<file path="config.mk">
export PLATFORM = sky130hd
export DESIGN_NAME = conv_mem_scheduler_flat
export DESIGN_NICKNAME = d
export VERILOG_FILES = /design/src/rtl/conv_mem_scheduler_if.sv /design/src/rtl/conv_mem_scheduler.sv /design/src/flat_wrapper.sv
export SDC_FILE = /design/constraint.sdc
export NUM_CORES = 1
export LEC_CHECK = 0
export CAP_MARGIN = 20
export CORE_ASPECT_RATIO = 1.75
export CORE_UTILIZATION = 30
export DETAILED_ROUTE_END_ITERATION = 7
export SETUP_SLACK_MARGIN = 0.15
export SYNTH_ARGS = -nofsm -noshare
export SYNTH_HDL_FRONTEND = slang
export SYNTH_SLANG_ARGS = --single-unit
</file>
<file path="constraint.sdc">
create_clock -name CLK100MHZ -period 5.1 [get_ports CLK100MHZ]
set_input_delay 1.02 -clock CLK100MHZ [delete_from_list [all_inputs] [get_ports CLK100MHZ]]
set_output_delay 1.02 -clock CLK100MHZ [all_outputs]
set_load 0.05 [all_outputs]
</file>
<file path="src/rtl/conv_mem_scheduler_if.sv">
// Purpose : command/pixel inputs and line-memory/convolver control outputs of
//           conv_mem_scheduler, bundled as one interface.
// Modports: master - command source (GPIO decoder / testbench), drives i_*.
//           slave  - the scheduler, drives o_*.
// Signals : i_img_len/i_len_valid   row-length command
//           i_load_pixel/i_load_valid pixel stream
//           i_sop                    start-of-processing pulse
//           o_we/o_wr_addr/o_wr_data line-memory write port
//           o_rd_en/o_rd_addr        shared read port of MEM0..MEM2
//           o_mem_sel                index of the oldest row
//           o_conv_valid             convolver input valid
//           o_load_full/o_busy/o_done/o_err status
interface conv_mem_scheduler_if #(
  parameter int unsigned BIT_LEN    = 8,
  parameter int unsigned NB_ADDRESS = 10,
  parameter int unsigned NB_IMAGE   = 10
);
  logic [NB_IMAGE-1:0]   i_img_len;
  logic                  i_len_valid;
  logic [BIT_LEN-1:0]    i_load_pixel;
  logic                  i_load_valid;
  logic                  i_sop;
  logic [2:0]            o_we;
  logic [NB_ADDRESS-1:0] o_wr_addr;
  logic [BIT_LEN-1:0]    o_wr_data;
  logic                  o_rd_en;
  logic [NB_ADDRESS-1:0] o_rd_addr;
  logic [1:0]            o_mem_sel;
  logic                  o_conv_valid;
  logic                  o_load_full;
  logic                  o_busy;
  logic                  o_done;
  logic                  o_err;

  modport master (
    output i_img_len, i_len_valid, i_load_pixel, i_load_valid, i_sop,
    input  o_we, o_wr_addr, o_wr_data, o_rd_en, o_rd_addr, o_mem_sel,
           o_conv_valid, o_load_full, o_busy, o_done, o_err
  );

  modport slave (
    input  i_img_len, i_len_valid, i_load_pixel, i_load_valid, i_sop,
    output o_we, o_wr_addr, o_wr_data, o_rd_en, o_rd_addr, o_mem_sel,
           o_conv_valid, o_load_full, o_busy, o_done, o_err
  );
endinterface

</file>
<file path="src/rtl/conv_mem_scheduler.sv">
// Purpose : sequences the three image line memories feeding the 2D convolver.
//           Pixels are written into MEM0..MEM2 as a round-robin ring of rows;
//           on SOP the shared read address sweeps 0..len-1, the convolver valid
//           follows the read enable by RAM_LATENCY cycles, and the ring keeps
//           the oldest row as the next write target.
// Ports   : CLK100MHZ - clock
//           i_rst     - asynchronous active-high reset
//           io_bus    - conv_mem_scheduler_if.slave (commands in, memory and
//                       convolver control out); all outputs are registered.
module conv_mem_scheduler #(
  parameter int unsigned BIT_LEN     = 8,
  parameter int unsigned NB_ADDRESS  = 10,
  parameter int unsigned NB_IMAGE    = 10,
  parameter int unsigned RAM_LATENCY = 2
) (
  input  logic                CLK100MHZ,
  input  logic                i_rst,
  conv_mem_scheduler_if.slave io_bus
);

  // Common width wide enough for lengths up to 2^NB_ADDRESS
  localparam int unsigned   CW      = ((NB_ADDRESS > NB_IMAGE) ? NB_ADDRESS : NB_IMAGE) + 1;
  localparam int unsigned   DW      = (RAM_LATENCY > 1) ? $clog2(RAM_LATENCY) : 1;
  localparam logic [CW-1:0] MAX_LEN = CW'(1) << NB_ADDRESS;

  localparam logic [2:0] S_IDLE  = 3'd0;
  localparam logic [2:0] S_LOAD  = 3'd1;
  localparam logic [2:0] S_RUN   = 3'd2;
  localparam logic [2:0] S_DRAIN = 3'd3;
  localparam logic [2:0] S_DONE  = 3'd4;

  logic [2:0]             r_state,     w_nxt_state;
  logic [NB_IMAGE-1:0]    r_len,       w_nxt_len;
  logic [1:0]             r_wp,        w_nxt_wp;
  logic [NB_ADDRESS-1:0]  r_wcnt,      w_nxt_wcnt;
  logic [1:0]             r_rows,      w_nxt_rows;
  logic [NB_ADDRESS-1:0]  r_rcnt,      w_nxt_rcnt;
  logic [DW-1:0]          r_dcnt,      w_nxt_dcnt;
  logic [2:0]             r_we,        w_nxt_we;
  logic [NB_ADDRESS-1:0]  r_wr_addr,   w_nxt_wr_addr;
  logic [BIT_LEN-1:0]     r_wr_data,   w_nxt_wr_data;
  logic                   r_rd_en,     w_nxt_rd_en;
  logic [NB_ADDRESS-1:0]  r_rd_addr,   w_nxt_rd_addr;
  logic [1:0]             r_mem_sel,   w_nxt_mem_sel;
  logic                   r_load_full, w_nxt_load_full;
  logic                   r_busy,      w_nxt_busy;
  logic                   r_done,      w_nxt_done;
  logic                   r_err,       w_nxt_err;
  logic [RAM_LATENCY-1:0] r_vpipe;

  logic w_row_last, w_rd_last, w_len_in_range;
  logic w_sop_ok, w_load_ok, w_len_ok, w_multi;

  // Command legality and end-of-row / end-of-sweep detection
  assign w_row_last     = (CW'(r_wcnt) == (CW'(r_len) - CW'(1)));
  assign w_rd_last      = (CW'(r_rcnt) == (CW'(r_len) - CW'(1)));
  assign w_len_in_range = (CW'(io_bus.i_img_len) != '0) && (CW'(io_bus.i_img_len) <= MAX_LEN);
  assign w_sop_ok       = (r_state == S_IDLE) && (r_rows == 2'd3);
  assign w_load_ok      = ((r_state == S_IDLE) || (r_state == S_LOAD)) &&
                          (r_len != '0) && (r_rows != 2'd3);
  assign w_len_ok       = (r_state == S_IDLE) && (r_rows == 2'd0) && w_len_in_range;
  assign w_multi        = (io_bus.i_sop & io_bus.i_load_valid) |
                          (io_bus.i_sop & io_bus.i_len_valid) |
                          (io_bus.i_load_valid & io_bus.i_len_valid);

  // Next-state and registered-output logic
  always_comb begin
    w_nxt_state   = r_state;
    w_nxt_len     = r_len;
    w_nxt_wp      = r_wp;
    w_nxt_wcnt    = r_wcnt;
    w_nxt_rows    = r_rows;
    w_nxt_rcnt    = r_rcnt;
    w_nxt_dcnt    = r_dcnt;
    w_nxt_we      = 3'b000;
    w_nxt_wr_addr = r_wr_addr;
    w_nxt_wr_data = r_wr_data;
    w_nxt_rd_en   = 1'b0;
    w_nxt_rd_addr = r_rd_addr;
    w_nxt_done    = 1'b0;
    w_nxt_err     = 1'b0;

    // Sweep sequencing
    case (r_state)
      S_RUN: begin
        w_nxt_rd_en   = 1'b1;
        w_nxt_rd_addr = r_rcnt;
        w_nxt_rcnt    = r_rcnt + NB_ADDRESS'(1);
        if (w_rd_last) begin
          w_nxt_state = S_DRAIN;
          w_nxt_dcnt  = '0;
        end
      end
      S_DRAIN: begin
        w_nxt_dcnt = r_dcnt + DW'(1);
        if (r_dcnt == DW'(RAM_LATENCY - 1)) w_nxt_state = S_DONE;
      end
      S_DONE: begin
        // Oldest row becomes free; wp already points at it
        w_nxt_done  = 1'b1;
        w_nxt_rows  = 2'd2;
        w_nxt_state = S_IDLE;
      end
      default: ;
    endcase

    // Command arbitration: sop > load > len; only the winner may execute
    if (io_bus.i_sop) begin
      if (w_sop_ok) begin
        w_nxt_state = S_RUN;
        w_nxt_rcnt  = '0;
      end else begin
        w_nxt_err = 1'b1;
      end
    end else if (io_bus.i_load_valid) begin
      if (w_load_ok) begin
        w_nxt_we      = 3'b001 << r_wp;
        w_nxt_wr_addr = r_wcnt;
        w_nxt_wr_data = io_bus.i_load_pixel;
        if (w_row_last) begin
          w_nxt_wcnt  = '0;
          w_nxt_wp    = (r_wp == 2'd2) ? 2'd0 : (r_wp + 2'd1);
          w_nxt_rows  = r_rows + 2'd1;
          w_nxt_state = S_IDLE;
        end else begin
          w_nxt_wcnt  = r_wcnt + NB_ADDRESS'(1);
          w_nxt_state = S_LOAD;
        end
      end else begin
        w_nxt_err = 1'b1;
      end
    end else if (io_bus.i_len_valid) begin
      if (w_len_ok) w_nxt_len = io_bus.i_img_len;
      else          w_nxt_err = 1'b1;
    end

    if (w_multi) w_nxt_err = 1'b1;
  end

  assign w_nxt_load_full = (w_nxt_rows == 2'd3);
  assign w_nxt_mem_sel   = w_nxt_load_full ? w_nxt_wp : r_mem_sel;
  assign w_nxt_busy      = (w_nxt_state == S_RUN) || (w_nxt_state == S_DRAIN) ||
                           (w_nxt_state == S_DONE);

  // State and output registers
  always_ff @(posedge CLK100MHZ or posedge i_rst) begin
    if (i_rst) begin
      r_state     <= S_IDLE;
      r_len       <= '0;
      r_wp        <= '0;
      r_wcnt      <= '0;
      r_rows      <= '0;
      r_rcnt      <= '0;
      r_dcnt      <= '0;
      r_we        <= '0;
      r_wr_addr   <= '0;
      r_wr_data   <= '0;
      r_rd_en     <= 1'b0;
      r_rd_addr   <= '0;
      r_mem_sel   <= '0;
      r_load_full <= 1'b0;
      r_busy      <= 1'b0;
      r_done      <= 1'b0;
      r_err       <= 1'b0;
    end else begin
      r_state     <= w_nxt_state;
      r_len       <= w_nxt_len;
      r_wp        <= w_nxt_wp;
      r_wcnt      <= w_nxt_wcnt;
      r_rows      <= w_nxt_rows;
      r_rcnt      <= w_nxt_rcnt;
      r_dcnt      <= w_nxt_dcnt;
      r_we        <= w_nxt_we;
      r_wr_addr   <= w_nxt_wr_addr;
      r_wr_data   <= w_nxt_wr_data;
      r_rd_en     <= w_nxt_rd_en;
      r_rd_addr   <= w_nxt_rd_addr;
      r_mem_sel   <= w_nxt_mem_sel;
      r_load_full <= w_nxt_load_full;
      r_busy      <= w_nxt_busy;
      r_done      <= w_nxt_done;
      r_err       <= w_nxt_err;
    end
  end

  // Convolver valid tracks the read enable through the memory latency
  generate
    if (RAM_LATENCY > 1) begin : g_vpipe
      always_ff @(posedge CLK100MHZ or posedge i_rst) begin
        if (i_rst) r_vpipe <= '0;
        else       r_vpipe <= {r_vpipe[RAM_LATENCY-2:0], r_rd_en};
      end
    end else begin : g_vpipe1
      always_ff @(posedge CLK100MHZ or posedge i_rst) begin
        if (i_rst) r_vpipe <= '0;
        else       r_vpipe <= r_rd_en;
      end
    end
  endgenerate

  assign io_bus.o_we         = r_we;
  assign io_bus.o_wr_addr    = r_wr_addr;
  assign io_bus.o_wr_data    = r_wr_data;
  assign io_bus.o_rd_en      = r_rd_en;
  assign io_bus.o_rd_addr    = r_rd_addr;
  assign io_bus.o_mem_sel    = r_mem_sel;
  assign io_bus.o_conv_valid = r_vpipe[RAM_LATENCY-1];
  assign io_bus.o_load_full  = r_load_full;
  assign io_bus.o_busy       = r_busy;
  assign io_bus.o_done       = r_done;
  assign io_bus.o_err        = r_err;

endmodule
</file>
<file path="src/flat_wrapper.sv">
// flat-port wrapper written by rule: the top's interface ports become plain ports
module conv_mem_scheduler_flat 
#(
  parameter int unsigned BIT_LEN     = 8,
  parameter int unsigned NB_ADDRESS  = 10,
  parameter int unsigned NB_IMAGE    = 10,
  parameter int unsigned RAM_LATENCY = 2
)
  (CLK100MHZ, i_rst, io_bus_i_img_len, io_bus_i_len_valid, io_bus_i_load_pixel, io_bus_i_load_valid, io_bus_i_sop, io_bus_o_we, io_bus_o_wr_addr, io_bus_o_wr_data, io_bus_o_rd_en, io_bus_o_rd_addr, io_bus_o_mem_sel, io_bus_o_conv_valid, io_bus_o_load_full, io_bus_o_busy, io_bus_o_done, io_bus_o_err);
  conv_mem_scheduler_if #(.BIT_LEN(BIT_LEN), .NB_ADDRESS(NB_ADDRESS), .NB_IMAGE(NB_IMAGE)) io_bus_i ();
  input  logic CLK100MHZ;
  input  logic i_rst;
  input wire logic [$bits(io_bus_i.i_img_len)-1:0] io_bus_i_img_len;
  input wire logic [$bits(io_bus_i.i_len_valid)-1:0] io_bus_i_len_valid;
  input wire logic [$bits(io_bus_i.i_load_pixel)-1:0] io_bus_i_load_pixel;
  input wire logic [$bits(io_bus_i.i_load_valid)-1:0] io_bus_i_load_valid;
  input wire logic [$bits(io_bus_i.i_sop)-1:0] io_bus_i_sop;
  output wire logic [$bits(io_bus_i.o_we)-1:0] io_bus_o_we;
  output wire logic [$bits(io_bus_i.o_wr_addr)-1:0] io_bus_o_wr_addr;
  output wire logic [$bits(io_bus_i.o_wr_data)-1:0] io_bus_o_wr_data;
  output wire logic [$bits(io_bus_i.o_rd_en)-1:0] io_bus_o_rd_en;
  output wire logic [$bits(io_bus_i.o_rd_addr)-1:0] io_bus_o_rd_addr;
  output wire logic [$bits(io_bus_i.o_mem_sel)-1:0] io_bus_o_mem_sel;
  output wire logic [$bits(io_bus_i.o_conv_valid)-1:0] io_bus_o_conv_valid;
  output wire logic [$bits(io_bus_i.o_load_full)-1:0] io_bus_o_load_full;
  output wire logic [$bits(io_bus_i.o_busy)-1:0] io_bus_o_busy;
  output wire logic [$bits(io_bus_i.o_done)-1:0] io_bus_o_done;
  output wire logic [$bits(io_bus_i.o_err)-1:0] io_bus_o_err;
  assign io_bus_i.i_img_len = io_bus_i_img_len;
  assign io_bus_i.i_len_valid = io_bus_i_len_valid;
  assign io_bus_i.i_load_pixel = io_bus_i_load_pixel;
  assign io_bus_i.i_load_valid = io_bus_i_load_valid;
  assign io_bus_i.i_sop = io_bus_i_sop;
  assign io_bus_o_we = io_bus_i.o_we;
  assign io_bus_o_wr_addr = io_bus_i.o_wr_addr;
  assign io_bus_o_wr_data = io_bus_i.o_wr_data;
  assign io_bus_o_rd_en = io_bus_i.o_rd_en;
  assign io_bus_o_rd_addr = io_bus_i.o_rd_addr;
  assign io_bus_o_mem_sel = io_bus_i.o_mem_sel;
  assign io_bus_o_conv_valid = io_bus_i.o_conv_valid;
  assign io_bus_o_load_full = io_bus_i.o_load_full;
  assign io_bus_o_busy = io_bus_i.o_busy;
  assign io_bus_o_done = io_bus_i.o_done;
  assign io_bus_o_err = io_bus_i.o_err;
  conv_mem_scheduler #(.BIT_LEN(BIT_LEN), .NB_ADDRESS(NB_ADDRESS), .NB_IMAGE(NB_IMAGE), .RAM_LATENCY(RAM_LATENCY)) u_core (.CLK100MHZ(CLK100MHZ), .i_rst(i_rst), .io_bus(io_bus_i));
endmodule
</file>
==> results.sh, run 1 <==
export IMPL_yosysSeqAreaShare=0.492
export IMPL_via_per_inst=4.83
export IMPL_ant_nets=0
export IMPL_hold_viol=0
export IMPL_status="finished, final reports clean"
export IMPL_layout_common_cells="dfrtp_1, nand2_1, clkdlybuf4s50_1, nor2_1, mux2_2"
export IMPL_post_cts_resized=0
export IMPL_seqPwrFrac=0.420
export IMPL_num_rows=55
export IMPL_dr_pass1_iters=4
export IMPL_worst_setup_path_start_kind="flip-flop"
export IMPL_worstMarginPinSlew_ns=0.922
export IMPL_die_y_um=154
export IMPL_critical_path_max_stage_delay_ns=0.53
export IMPL_grt_start_max_net_pins=41
export IMPL_synth_area_leaders="dfrtp_1, mux2_2, nand2_1"
export IMPL_gp_congestion=0.859
export IMPL_hpwlAfterDp_mm=6.64
export IMPL_p_comb_frac=0.216
export IMPL_ir_worst_vdd_v=0.000306
export IMPL_nNetsFinal=487
export IMPL_synth_seq_cells=78
export IMPL_final_cell_count_no_fill=634
export IMPL_clock_fmax_mhz=298
export IMPL_drive_gt1_frac=0.114
export IMPL_clockRootBuffer="clkbuf_16"
export IMPL_cpMaxStageDelayCell="or3b_2"
export IMPL_synthFlopType="dfrtp_1"
export IMPL_vias=3061
export IMPL_chipWidth_um=88.9
export IMPL_synth_cell_type_count=50
export IMPL_cts_hold_buffers_added=0
export IMPL_power_density_nw_per_um2=373
export IMPL_fin_util=0.389
export IMPL_swShare=0.303
export IMPL_clock_path_buffers=2
export IMPL_dieArea_um2=13700
export IMPL_endpoint_kind="flip-flop"
export IMPL_worstPathArrival_ns=3.58
export IMPL_fin_crit_ns=3.36
export IMPL_postSynthAreaPerCell_um2=9.72
export IMPL_cts_setup_buffers=0
export IMPL_p_switching_w=0.000569
export IMPL_h_tree_depth=3
export IMPL_fin_crit_sh=0.659
export IMPL_clockPowerShare=0.364
export IMPL_io_pins=62
export IMPL_start_util=0.307
export IMPL_fin_skew_ns=0.00617
export IMPL_drc_errors=0
export IMPL_async_reset_ff_frac=1.00
export IMPL_criticalPathCategory="flip-flop to flip-flop"
export IMPL_rsz0062_at_grt="false"
export IMPL_synth_area_um2=3970
export IMPL_diodes=0
export IMPL_path_buf_inv=2
export IMPL_setup_viol=0
export IMPL_grt_overflow_total=0
export IMPL_crit_family="simple AND/OR/NAND/NOR gates"
export IMPL_hold_path_class="flip-flop to flip-flop"
export IMPL_worst_slack_ns=1.74
export IMPL_total_power_w=0.00188
export IMPL_synth_largest_area_cell="dfrtp_1"
export IMPL_coreArea_um2=12900
export IMPL_track_usage=0.143
export IMPL_p_leak_nw=2.29
export IMPL_power_internal_w=0.00131
export IMPL_cp_max_fo=32
export IMPL_synth_edf_count=0
export IMPL_cts_tree="yes"
export IMPL_layout_commonest_cell="dfrtp_1"
export IMPL_clock_latency_ns=0.33
export IMPL_totalWireLength_mm=8.97
export IMPL_cts_made_buffers=9
export IMPL_final_setup_tns_ns=0
export IMPL_clkTransAtPathRegs_ns=0.06
export IMPL_dpl_cell_count=619
export IMPL_syn_to_final_growth_pct=26.9
export IMPL_grt_pass1_vias=3080
export IMPL_grt_pass1_wl_mm=14.9
export IMPL_netlist_instances=408
export IMPL_cts_num_sinks=78
export IMPL_slew_headroom=0.379
export IMPL_syn_nets=436
export IMPL_wire_per_inst_um=14.2
export IMPL_maxCapViolCount=0
export IMPL_cp_cell_sequence="inv_1, ha_1, or3b_2, or4_4, nand3_2, buf_4, nor2_1, and4_1, mux2_4, a221o_1"
export IMPL_slew_violations=0
export IMPL_synth_warnings=0
export IMPL_preCtsSetupSlack_ns=1.51
export IMPL_antenna_found_initial=0
export IMPL_yosysTopAreaCellShare=0.492
export IMPL_required_ns=5.32
export IMPL_portBuffers=61
export IMPL_drtIter0Drc=88
-- metrics by stage --
| stage | hold WS [ns] | area, um2 |
|---|---|---|
| final | 0.347 | 5030 |
| after global routing | 0.356 | 5030 |
| after CTS | 0.348 | 5030 |
| after detailed placement | 0.335 | 4710 |
| after global placement | 0.332 | 4710 |
| after floorplan | 0.331 | 3970 |
-- logic make-up after synthesis --
logic type / Yosys count / synth area share
AO/OA/AOI/OAI: 54 / 0.0890
XOR/XNOR: 27 / 0.0596
adder cells (fa/ha/maj): 5 / 0.0158
buffers and inverters: 40 / 0.0420
flip-flops: 78 / 0.492
multiplexers: 30 / 0.0849
AND/OR/NAND/NOR: 174 / 0.217
-- worst paths after layout --
kind | slack [ns] | start | to | depth (start not counted)
min in group asynchronous | 1.08 | i_rst | u_core.io_bus.o_err | 2
min reg2reg | 0.35 | u_core.r_vpipe[0] | u_core.r_vpipe[1] | 0
max reg2reg | 1.74 | u_core.r_len[0] | u_core.io_bus.o_mem_sel[1] | 10
max | 1.74 | u_core.r_len[0] | u_core.io_bus.o_mem_sel[1] | 10
max in group asynchronous | 3.08 | i_rst | u_core.io_bus.o_wr_addr[0] | 3
min | 0.35 | u_core.r_vpipe[0] | u_core.r_vpipe[1] | 0
-- per-layer routing --
layer	track usage	wire length (um)	up-vias	share of wire
li1	-	-	1503	-
met1	0.155	3620	1487	0.40
met2	0.249	4770	59	0.53
met3	0.0370	306	12	0.034
met4	0.0684	276	0	0.031
met5	0	0	-	0
-- flip-flops by register name (all words and copies together) (netlist names) --
signal,count
u_core.io_bus.o_busy,1
u_core.r_dcnt,1
u_core.r_rows,2
u_core.io_bus.o_wr_addr,10
u_core.r_wcnt,10
u_core.r_vpipe,2
u_core.r_state,3
u_core.r_rcnt,10
u_core.io_bus.o_rd_addr,10
u_core.r_wp,2
u_core.io_bus.o_load_full,1
u_core.io_bus.o_we,3
u_core.io_bus.o_rd_en,1
u_core.io_bus.o_wr_data,8
u_core.io_bus.o_err,1
u_core.io_bus.o_done,1
u_core.r_len,10
u_core.io_bus.o_mem_sel,2
-- area by class of cell --
cell class / count / area (um2)
clock buffers: 11 / 253
clock inverters: 4 / 70.1
fillers: 1328 / 7900
inverters: 15 / 57.6
multi-input cells: 290 / 1850
flip-flops and latches: 78 / 1950
well taps: 171 / 214
repair buffers: 65 / 641
-- power by group through the flow --
stage / Combinational (W) / Sequential, W / Clock [W]
finish: 0.000406 / 0.000788 / 0.000684
global placement: 0.000399 / 0.000797 / 0
detailed placement: 0.000405 / 0.000798 / 0
floorplan: 0.000175 / 0.000886 / 0
CTS: 0.000410 / 0.000788 / 0.000702
global route: 0.000438 / 0.000804 / 0.000731
-- worst reg2reg max path, stage by stage (launching register included) --
cell and delay [ns]:
dfrtp_1 0.46, inv_1 0.09, ha_1 0.23, or3b_2 0.53, or4_4 0.47, nand3_2 0.09
buf_4 0.30, nor2_1 0.08, and4_1 0.32, mux2_4 0.35, a221o_1 0.34
-- cells in the mapped netlist (2+ instances only) --
master / instances
a21oi_1: 12
a221o_1: 3
a22o_1: 4
a22oi_1: 2
and2_1: 5
and3_1: 8
and4_1: 2
buf_1: 3
buf_6: 2
clkbuf_1: 19
dfrtp_1: 78
ha_1: 5
inv_1: 15
mux2_2: 25
mux2i_1: 4
nand2_1: 74
nand2b_1: 3
nand3_1: 8
nand3b_1: 3
nand4_1: 8
nor2_1: 25
nor2b_1: 9
nor3_1: 6
nor3b_1: 4
nor4_1: 6
o21ai_0: 19
o31ai_1: 3
or2_2: 2
or3_1: 4
or4_1: 2
xnor2_1: 9
xor2_1: 18
Power figures use the tool's default switching activity.
==> inputs of run 2 (changes only) <==
Clock period 5.1 ns to 3.22 ns, I/O delays scaled along.
==> run 2 against run 1 <==
Via count up 1.1%. Sequential cell count unchanged. Maximum frequency up 13%. Clock power up 49%. Highest routed layer unchanged. Design area up 1.0%. Worst setup slack worse by 1.5 ns.
==> results.sh, run 2 (same netlist as run 1, synthesis figures left out) <==
export IMPL_diodes=0
export IMPL_status="finished, final reports clean"
export IMPL_crit_family="simple AND/OR/NAND/NOR gates"
export IMPL_final_cell_count_no_fill=643
export IMPL_cts_num_sinks=78
export IMPL_nNetsFinal=495
export IMPL_via_per_inst=4.81
export IMPL_cts_setup_buffers=0
export IMPL_power_density_nw_per_um2=573
export IMPL_cp_max_fo=8
export IMPL_num_rows=55
export IMPL_maxCapViolCount=0
export IMPL_vias=3096
export IMPL_slew_headroom=0.518
export IMPL_grt_start_max_net_pins=48
export IMPL_start_util=0.307
export IMPL_setup_viol=0
export IMPL_required_ns=3.44
export IMPL_grt_overflow_total=0
export IMPL_worst_setup_path_start_kind="flip-flop"
export IMPL_endpoint_kind="flip-flop"
export IMPL_ant_nets=0
export IMPL_drive_gt1_frac=0.127
export IMPL_clkTransAtPathRegs_ns=0.06
export IMPL_dpl_cell_count=627
export IMPL_portBuffers=61
export IMPL_rsz0062_at_grt="false"
export IMPL_drc_errors=0
export IMPL_io_pins=62
export IMPL_final_setup_tns_ns=0
export IMPL_fin_crit_sh=0.920
export IMPL_hold_path_class="flip-flop to flip-flop"
export IMPL_p_leak_nw=2.32
export IMPL_cts_hold_buffers_added=0
export IMPL_slew_violations=0
export IMPL_criticalPathCategory="flip-flop to flip-flop"
export IMPL_chipWidth_um=88.9
export IMPL_cts_tree="yes"
export IMPL_ir_worst_vdd_v=0.000397
export IMPL_worstPathArrival_ns=3.18
export IMPL_die_y_um=154
export IMPL_coreArea_um2=12900
export IMPL_grt_pass1_wl_mm=15.3
export IMPL_antenna_found_initial=0
export IMPL_syn_to_final_growth_pct=28.3
export IMPL_path_buf_inv=2
export IMPL_totalWireLength_mm=9.50
export IMPL_hold_viol=0
export IMPL_worstMarginPinSlew_ns=0.720
export IMPL_layout_commonest_cell="dfrtp_1"
export IMPL_gp_congestion=0.838
export IMPL_cp_cell_sequence="inv_1, ha_1, or3b_2, or4_4, nand3_2, nor2_1, and4_1, buf_4, and3_1, a221o_1"
export IMPL_dieArea_um2=13700
export IMPL_post_cts_resized=0
export IMPL_clock_path_buffers=2
export IMPL_cpMaxStageDelayCell="or3b_2"
export IMPL_critical_path_max_stage_delay_ns=0.53
export IMPL_dr_pass1_iters=4
export IMPL_clock_fmax_mhz=338
export IMPL_fin_skew_ns=0.00606
export IMPL_hpwlAfterDp_mm=7.12
export IMPL_clock_latency_ns=0.34
export IMPL_h_tree_depth=3
export IMPL_clockRootBuffer="clkbuf_16"
export IMPL_track_usage=0.150
export IMPL_wire_per_inst_um=14.8
export IMPL_grt_pass1_vias=3059
export IMPL_cts_made_buffers=9
export IMPL_drtIter0Drc=79
export IMPL_layout_common_cells="dfrtp_1, nand2_1, clkdlybuf4s50_1, nor2_1, mux2_2"
export IMPL_stdcell_area_um2=5090
export IMPL_fin_crit_ns=2.96
export IMPL_place_area_um2=4780
run 2: changes by cell type in the layout (fill, tap and decap cells not counted), sizes merged:
cell,before,now
buf,4,12
clkbuf,11,13
bufinv,2,1
clkinv,3,2
clkinvlp,0,1
run 2: layer usage:
layer / vias up / GRT usage / share of wire / wire, um
met1: 1484 / 0.158 / 0.38 / 3650
met2: 70 / 0.259 / 0.53 / 5050
met5: - / 0 / 0 / 0
met3: 24 / 0.0236 / 0.031 / 292
met4: 0 / 0.114 / 0.054 / 512
li1: 1518 / - / - / -
run 2: layout make-up:
cell class                 instances  area [um2]
clock buffer                      13         260
fill                            1333        7850
tap                              171         214
timing repair buffer              73         713
clock inverter                     3        42.5
multi-input combinational        290        1850
sequential                        78        1950
inverter                          15        57.6
run 2: power by group:
part           internal, W  switching (W)  leakage, nW
registers          0.00110       0.000154         1.01
clock network     0.000641       0.000382        0.146
logic             0.000264       0.000377         1.16
total              0.00200       0.000913         2.32
run 2: path summary, 6_finish.rpt:
| path | slack (ns) | cells past startpoint | startpoint | end |
|---|---|---|---|---|
| worst max-delay path | 0.26 | 10 | u_core.r_len[0] | u_core.io_bus.o_mem_sel[0] |
| worst min-delay path | 0.35 | 0 | u_core.r_vpipe[0] | u_core.r_vpipe[1] |
| worst max register to register | 0.26 | 10 | u_core.r_len[0] | u_core.io_bus.o_mem_sel[0] |
| worst min register to register | 0.35 | 0 | u_core.r_vpipe[0] | u_core.r_vpipe[1] |
| max in group asynchronous | 1.90 | 3 | i_rst | u_core.r_len[0] |
| min in group asynchronous | 0.69 | 2 | i_rst | u_core.io_bus.o_done |
run 2: through the flow:
step                utilization  total power [W]  hold slack, ns  worst slack [ns]
floorplan                     -          0.00168           0.331             0.259
global placement          0.370          0.00191           0.332             0.339
detailed placement        0.370          0.00192           0.336             0.246
CTS                       0.393          0.00296           0.349             0.245
global route              0.393          0.00306           0.359             0.156
finish                    0.393          0.00292           0.346             0.259
==> inputs of run 3 (changes only) <==
Settings changed: SETUP_SLACK_MARGIN 0.15 to not set.
==> results of run 3 <==
The final DEF is identical to that of run 2; final timing and power are the same.
